--- src/rtl/para_seq.sv ---
// Measurement-window sequencer: frames sm_vld into windows and strobes the parameter engines.
// Optional RUN-state idle timeout is built when PARA_SEQ_TMO_EN is defined.
module para_seq #(
    parameter int CNT_W   = 16,
    parameter int SEQ_W   = 8,
    parameter int TMO_CYC = 4096
) (
    input  logic             clk_sys,
    input  logic             rst,
    input  logic [CNT_W-1:0] cfg_win_len,
    input  logic             cfg_cont,
    input  logic [7:0]       cfg_gap,
    input  logic             cmd_start,
    input  logic             cmd_stop,
    input  logic             sta_clr,
    input  logic             sm_vld,
    output logic             para_clr,
    output logic             para_en,
    output logic             para_done,
    output logic [SEQ_W-1:0] win_seq,
    output logic [CNT_W-1:0] smp_cnt,
    output logic             busy,
    output logic             ovr,
    output logic             tmo
);

    typedef enum logic [2:0] {
        S_IDLE,
        S_CLR,
        S_RUN,
        S_DONE,
        S_GAP
    } state_t;

    state_t           state;
    state_t           state_nxt;
    logic [CNT_W-1:0] win_len;
    logic             cont;
    logic [7:0]       gap;
    logic [7:0]       gap_cnt;
    logic             stop_req;
    logic             last_smp;
    logic             tmo_hit;

    assign last_smp  = (state == S_RUN) && sm_vld
                       && (smp_cnt == win_len - CNT_W'(1));
    assign para_clr  = (state == S_CLR);
    assign para_en   = (state == S_RUN) && sm_vld;
    assign para_done = (state == S_DONE);
    assign busy      = (state != S_IDLE);

`ifdef PARA_SEQ_TMO_EN
    localparam int TMO_W = $clog2(TMO_CYC + 1);

    logic [TMO_W-1:0] idle_cnt;
    logic             tmo_q;

    assign tmo_hit = (state == S_RUN) && !sm_vld
                     && (idle_cnt == TMO_W'(TMO_CYC - 1));
    assign tmo     = tmo_q;

    // Idle count restarts on every sample and whenever RUN is (re)entered
    always_ff @(posedge clk_sys or posedge rst) begin
        if (rst) begin
            idle_cnt <= '0;
            tmo_q    <= 1'b0;
        end else begin
            if (state != S_RUN || sm_vld)
                idle_cnt <= '0;
            else
                idle_cnt <= idle_cnt + TMO_W'(1);
            if (tmo_hit)
                tmo_q <= 1'b1;
            else if (sta_clr)
                tmo_q <= 1'b0;
        end
    end
`else
    logic unused_tmo_cyc;

    assign unused_tmo_cyc = (TMO_CYC != 0);
    assign tmo_hit        = 1'b0;
    assign tmo            = 1'b0;
`endif

    always_ff @(posedge clk_sys or posedge rst) begin
        if (rst)
            state <= S_IDLE;
        else
            state <= state_nxt;
    end

    always_comb begin
        state_nxt = state;
        unique case (state)
            S_IDLE: begin
                if (cmd_start && !cmd_stop)
                    state_nxt = S_CLR;
            end
            S_CLR: begin
                state_nxt = cmd_stop ? S_IDLE : S_RUN;
            end
            S_RUN: begin
                if (last_smp)
                    state_nxt = S_DONE;
                else if (cmd_stop || tmo_hit)
                    state_nxt = S_IDLE;
            end
            S_DONE: begin
                if (stop_req || cmd_stop || !cont)
                    state_nxt = S_IDLE;
                else if (gap == 8'd0)
                    state_nxt = S_CLR;
                else
                    state_nxt = S_GAP;
            end
            S_GAP: begin
                if (cmd_stop)
                    state_nxt = S_IDLE;
                else if (gap_cnt <= 8'd1)
                    state_nxt = S_CLR;
            end
            default: state_nxt = S_IDLE;
        endcase
    end

    always_ff @(posedge clk_sys or posedge rst) begin
        if (rst) begin
            win_len  <= '0;
            cont     <= 1'b0;
            gap      <= '0;
            gap_cnt  <= '0;
            stop_req <= 1'b0;
            smp_cnt  <= '0;
            win_seq  <= '0;
        end else begin
            unique case (state)
                S_CLR: begin
                    smp_cnt <= '0;
                    win_len <= (cfg_win_len == '0) ? CNT_W'(1) : cfg_win_len;
                    cont    <= cfg_cont;
                    gap     <= cfg_gap;
                end
                S_RUN: begin
                    if (sm_vld)
                        smp_cnt <= smp_cnt + CNT_W'(1);
                    // A stop on the final sample still completes the window
                    if (last_smp && cmd_stop)
                        stop_req <= 1'b1;
                end
                S_DONE: begin
                    win_seq  <= win_seq + SEQ_W'(1);
                    gap_cnt  <= gap;
                    stop_req <= 1'b0;
                end
                S_GAP: begin
                    gap_cnt <= gap_cnt - 8'd1;
                end
                default: ;
            endcase
        end
    end

    // Set wins over a simultaneous clear
    always_ff @(posedge clk_sys or posedge rst) begin
        if (rst)
            ovr <= 1'b0;
        else if (cmd_start && busy)
            ovr <= 1'b1;
        else if (sta_clr)
            ovr <= 1'b0;
    end

endmodule

--- config.mk ---
export PLATFORM = sky130hd
export DESIGN_NAME = para_seq
export DESIGN_NICKNAME = d
export VERILOG_FILES = /design/src/rtl/para_seq.sv
export SDC_FILE = /design/constraint.sdc
export NUM_CORES = 1
export LEC_CHECK = 0
export BUFFER_PORTS_ARGS = -buffer_cell sky130_fd_sc_hd__buf_2
export CAP_MARGIN = 30
export CORE_ASPECT_RATIO = 0.6
export CORE_UTILIZATION = 60
export DETAILED_ROUTE_END_ITERATION = 10
export HOLD_SLACK_MARGIN = 0.03
export PLACE_DENSITY = 0.85
export SYNTH_ARGS = -nofsm -noshare
export SYNTH_HDL_FRONTEND = slang
export SYNTH_SLANG_ARGS = --single-unit
--- constraint.sdc ---
create_clock -name clk_sys -period 3.9 [get_ports clk_sys]
set_input_delay 0.195 -clock clk_sys [delete_from_list [all_inputs] [get_ports clk_sys]]
set_output_delay 0.195 -clock clk_sys [all_outputs]
set_load 0.05 [all_outputs]
==> run summary <==
For the pin with the worst max-slew slack, the measured transition is 0.862 ns. The checks that failed: DRC. Entering global routing, the biggest net connects 57 pins. The highest attainable clock frequency was 348 MHz.

Power density over the cells: 756 nW/µm². Counting the buffers created by CTS gives 9. The count of unique library cells instantiated by Yosys was 48. TritonCTS built the clock tree. Number of iterations in the first detailed-routing pass: 8.

The flow ran to the end, but the final reports show violations. The tools report the row count as 20. Clock-pin slew was measured on the worst setup and hold paths at 0.07 ns. The H-tree was split into 3 levels. The worst setup path is captured at a flip-flop. The run gives 0 as the final-report max-slew violation count. In this run, synthesis produced a sequential element count of 62.

Fill cells in the final layout number 392. The run gives 30.1% as the global routing usage summed across all routing layers. Clock tree synthesis found a total of 62 sinks. The number of port buffers is 59, and the residual overflow from global routing is 0. The via count of the first global-routing pass is 2551, and the clock insertion delay at the later pin of the skew report is 0.35 ns. The final sum of negative setup slack is 0 ns. The run gives 13100 µm as the global-route wire length before repair. The antenna diode instance count is 0. CTS placed an instance of clkbuf_8 at the clock tree root. Yosys warning count: 0.

The tightest min-delay check is of the in2reg type. The chip height is 59.9 µm. The floorplan step defined a die boundary enclosing 5890 µm². The sort of element at the start of the critical path was a flip-flop. The final routed wire length divided by cell count came out at 17.5 µm. Number of buffers added for setup after CTS: 0. The most used flip-flop cell after synthesis was dfrtp_1.

The worst setup path is of the reg2reg kind. The logs give 8190 µm for the detailed-route wire length and 42.0% for the headroom to the max-slew limit. The horizontal extent of the die works out to 98.5 µm. In this run the worst path has a maximum fanout of 6.

The number of buffers on the longest clock path is 2, and the fraction of the yosys area taken by sequential cells is 46.3%. The library cells used most frequently in the layout, excluding fill and tap cells, are 62 x dfrtp_1, 59 x buf_2, 29 x nor2_1. For the final RePlAce weighted congestion, the log shows 0.878. For this block, the via count after detailed routing is 2856. For the worst setup path, the data arrival time is 3.13 ns.

The number of hold buffers added after CTS is 2. Setup repair after global routing left no endpoint under its margin. STA puts the critical path data required time at 4.16 ns.

The worst IR drop on VDD came out at 0.442 mV. Count of antenna-violating nets left after detailed routing: 0. The final layout contains 432 nets. The portion of the clock cycle consumed by the worst path in the final layout was 73.6%; the number of DRC markers after the initial detailed-route iteration was 189.

When the netlist entered floorplanning its net count stood at 371. 61 I/O pins were placed. Setup violations remaining at the end of the flow were counted as 0. The number of antenna violations at the first check in global routing came out at 0.

The time the final worst path needs with I/O delays and setup is 2.87 ns, and the share of synthesized flip-flops with an asynchronous set or reset is 100%. The signed area change from the synthesized netlist to the final layout was 18.1%; the mean instance size in the synthesized netlist was 10.0 µm². Across the run, the number of max-cap violations was 0. Leading cell type in the layout, fill and taps excluded: dfrtp_1.

Of the cells placed in the final design, the portion with a size suffix greater than 1 is 27.4%. The run gives 0.0160 ns as the maximum clock skew at final layout. For the final hold violation count, the log shows 0.

The area of the core region came out at 5200 µm². The run gives 335 as the cell count after synthesis. The run gives 64.4% as the initial cell density of the core.

Counting flops with a built-in enable in the synthesized netlist gives 0. After detailed routing, the number of remaining DRC violations is 7. The cell area that synthesis handed to floorplanning was 3350 µm². For this design the static power due to leakage is 1.80 nW. Once detailed placement completed, the half-perimeter wirelength came to 5830 µm. After detailed routing, the number of vias per cell comes to 6.12. The minimum hold slack was 0.0777 ns; the post-cts sizing count was 0.
==> metrics by stage <==
| step | worst slack, ns | cell area [µm²] | instances | total power [mW] | utilization (%) |
|---|---|---|---|---|---|
| after floorplan | 1.33 | 3350 | 335 | 1.98 | - |
| after global placement | 1.24 | 3700 | 449 | 2.22 | 71.1 |
| after detailed placement | 1.13 | 3700 | 449 | 2.29 | 71.1 |
| after CTS | 1.10 | 3960 | 467 | 2.98 | 76.0 |
| after global routing | 0.915 | 3960 | 467 | 3.15 | 76.0 |
| final | 1.03 | 3960 | 467 | 2.99 | 76.0 |
==> kinds of logic after synthesis <==
kind of cell    Yosys count  share of synthesized area [%]
simple gates            117                           18.3
flops                    62                           46.3
compound gates           57                           11.6
xor+xnor                 41                           10.7
buf+inv                  29                           3.36
mux                      23                           7.73
fa+ha+maj                 5                           1.87
other cells               1                          0.112
==> state kept, by name (all words and copies together) (netlist names) <==
register,flops
smp_cnt,16
win_len,16
gap,8
gap_cnt,8
win_seq,8
state,3
cont,1
ovr,1
stop_req,1
==> final cells by class <==
| type | count | area (µm²) | share of cell area, % |
|---|---|---|---|
| multi-input combinational | 244 | 1690 | 42.7 |
| sequential | 62 | 1550 | 39.2 |
| timing repair buffer | 64 | 338 | 8.54 |
| clock buffer | 10 | 128 | 3.23 |
| clock inverter | 6 | 110 | 2.78 |
| tap | 66 | 82.6 | 2.09 |
| inverter | 15 | 56.3 | 1.42 |
==> power by group <==
group | switching, mW | internal, mW
registers | 0.295 | 0.866
logic | 0.677 | 0.471
clock network | 0.260 | 0.423
==> final timing paths <==
kind | start | to | slack (ns) | depth (start not counted)
min reg2reg | win_seq[7] | win_seq[7] | 0.47 | 1
max | win_len[0] | state[0] | 1.03 | 9
min in group asynchronous | rst | gap[6] | 0.29 | 3
max reg2reg | win_len[0] | state[0] | 1.03 | 9
min | cfg_cont | cont | 0.08 | 2
max in group asynchronous | rst | gap_cnt[0] | 2.70 | 4
==> cell usage after synthesis, drive strengths merged (6+ instances only) <==
master | n | area, µm²
xnor2 | 21 | 184
xor2 | 20 | 175
inv | 15 | 56.3
clkbuf | 11 | 41.3
a21oi | 12 | 60.1
dfrtp | 62 | 1550
o21ai | 15 | 75.1
and3 | 6 | 37.5
mux2 | 23 | 259
nor2 | 29 | 109
nand3 | 9 | 45.0
nand4 | 9 | 56.3
nor4 | 9 | 56.3
nand2 | 27 | 101
==> layer usage <==
layer  track usage (%)  wire [µm]
met1              43.1       3730
met2              44.1       3490
met3              9.59        879
met4              8.74         80
met5                 0          0
==> critical path, stage by stage (launching register included) <==
cell and delay, ns:
dfrtp_1 0.45, inv_1 0.09, ha_1 0.24, or4b_4 0.53, or4_4 0.46, nor3_2 0.16
a211oi_1 0.07, a2111oi_2 0.43, nand4_1 0.20, a21oi_1 0.16
Note: power is estimated with default switching activity, not from simulation.
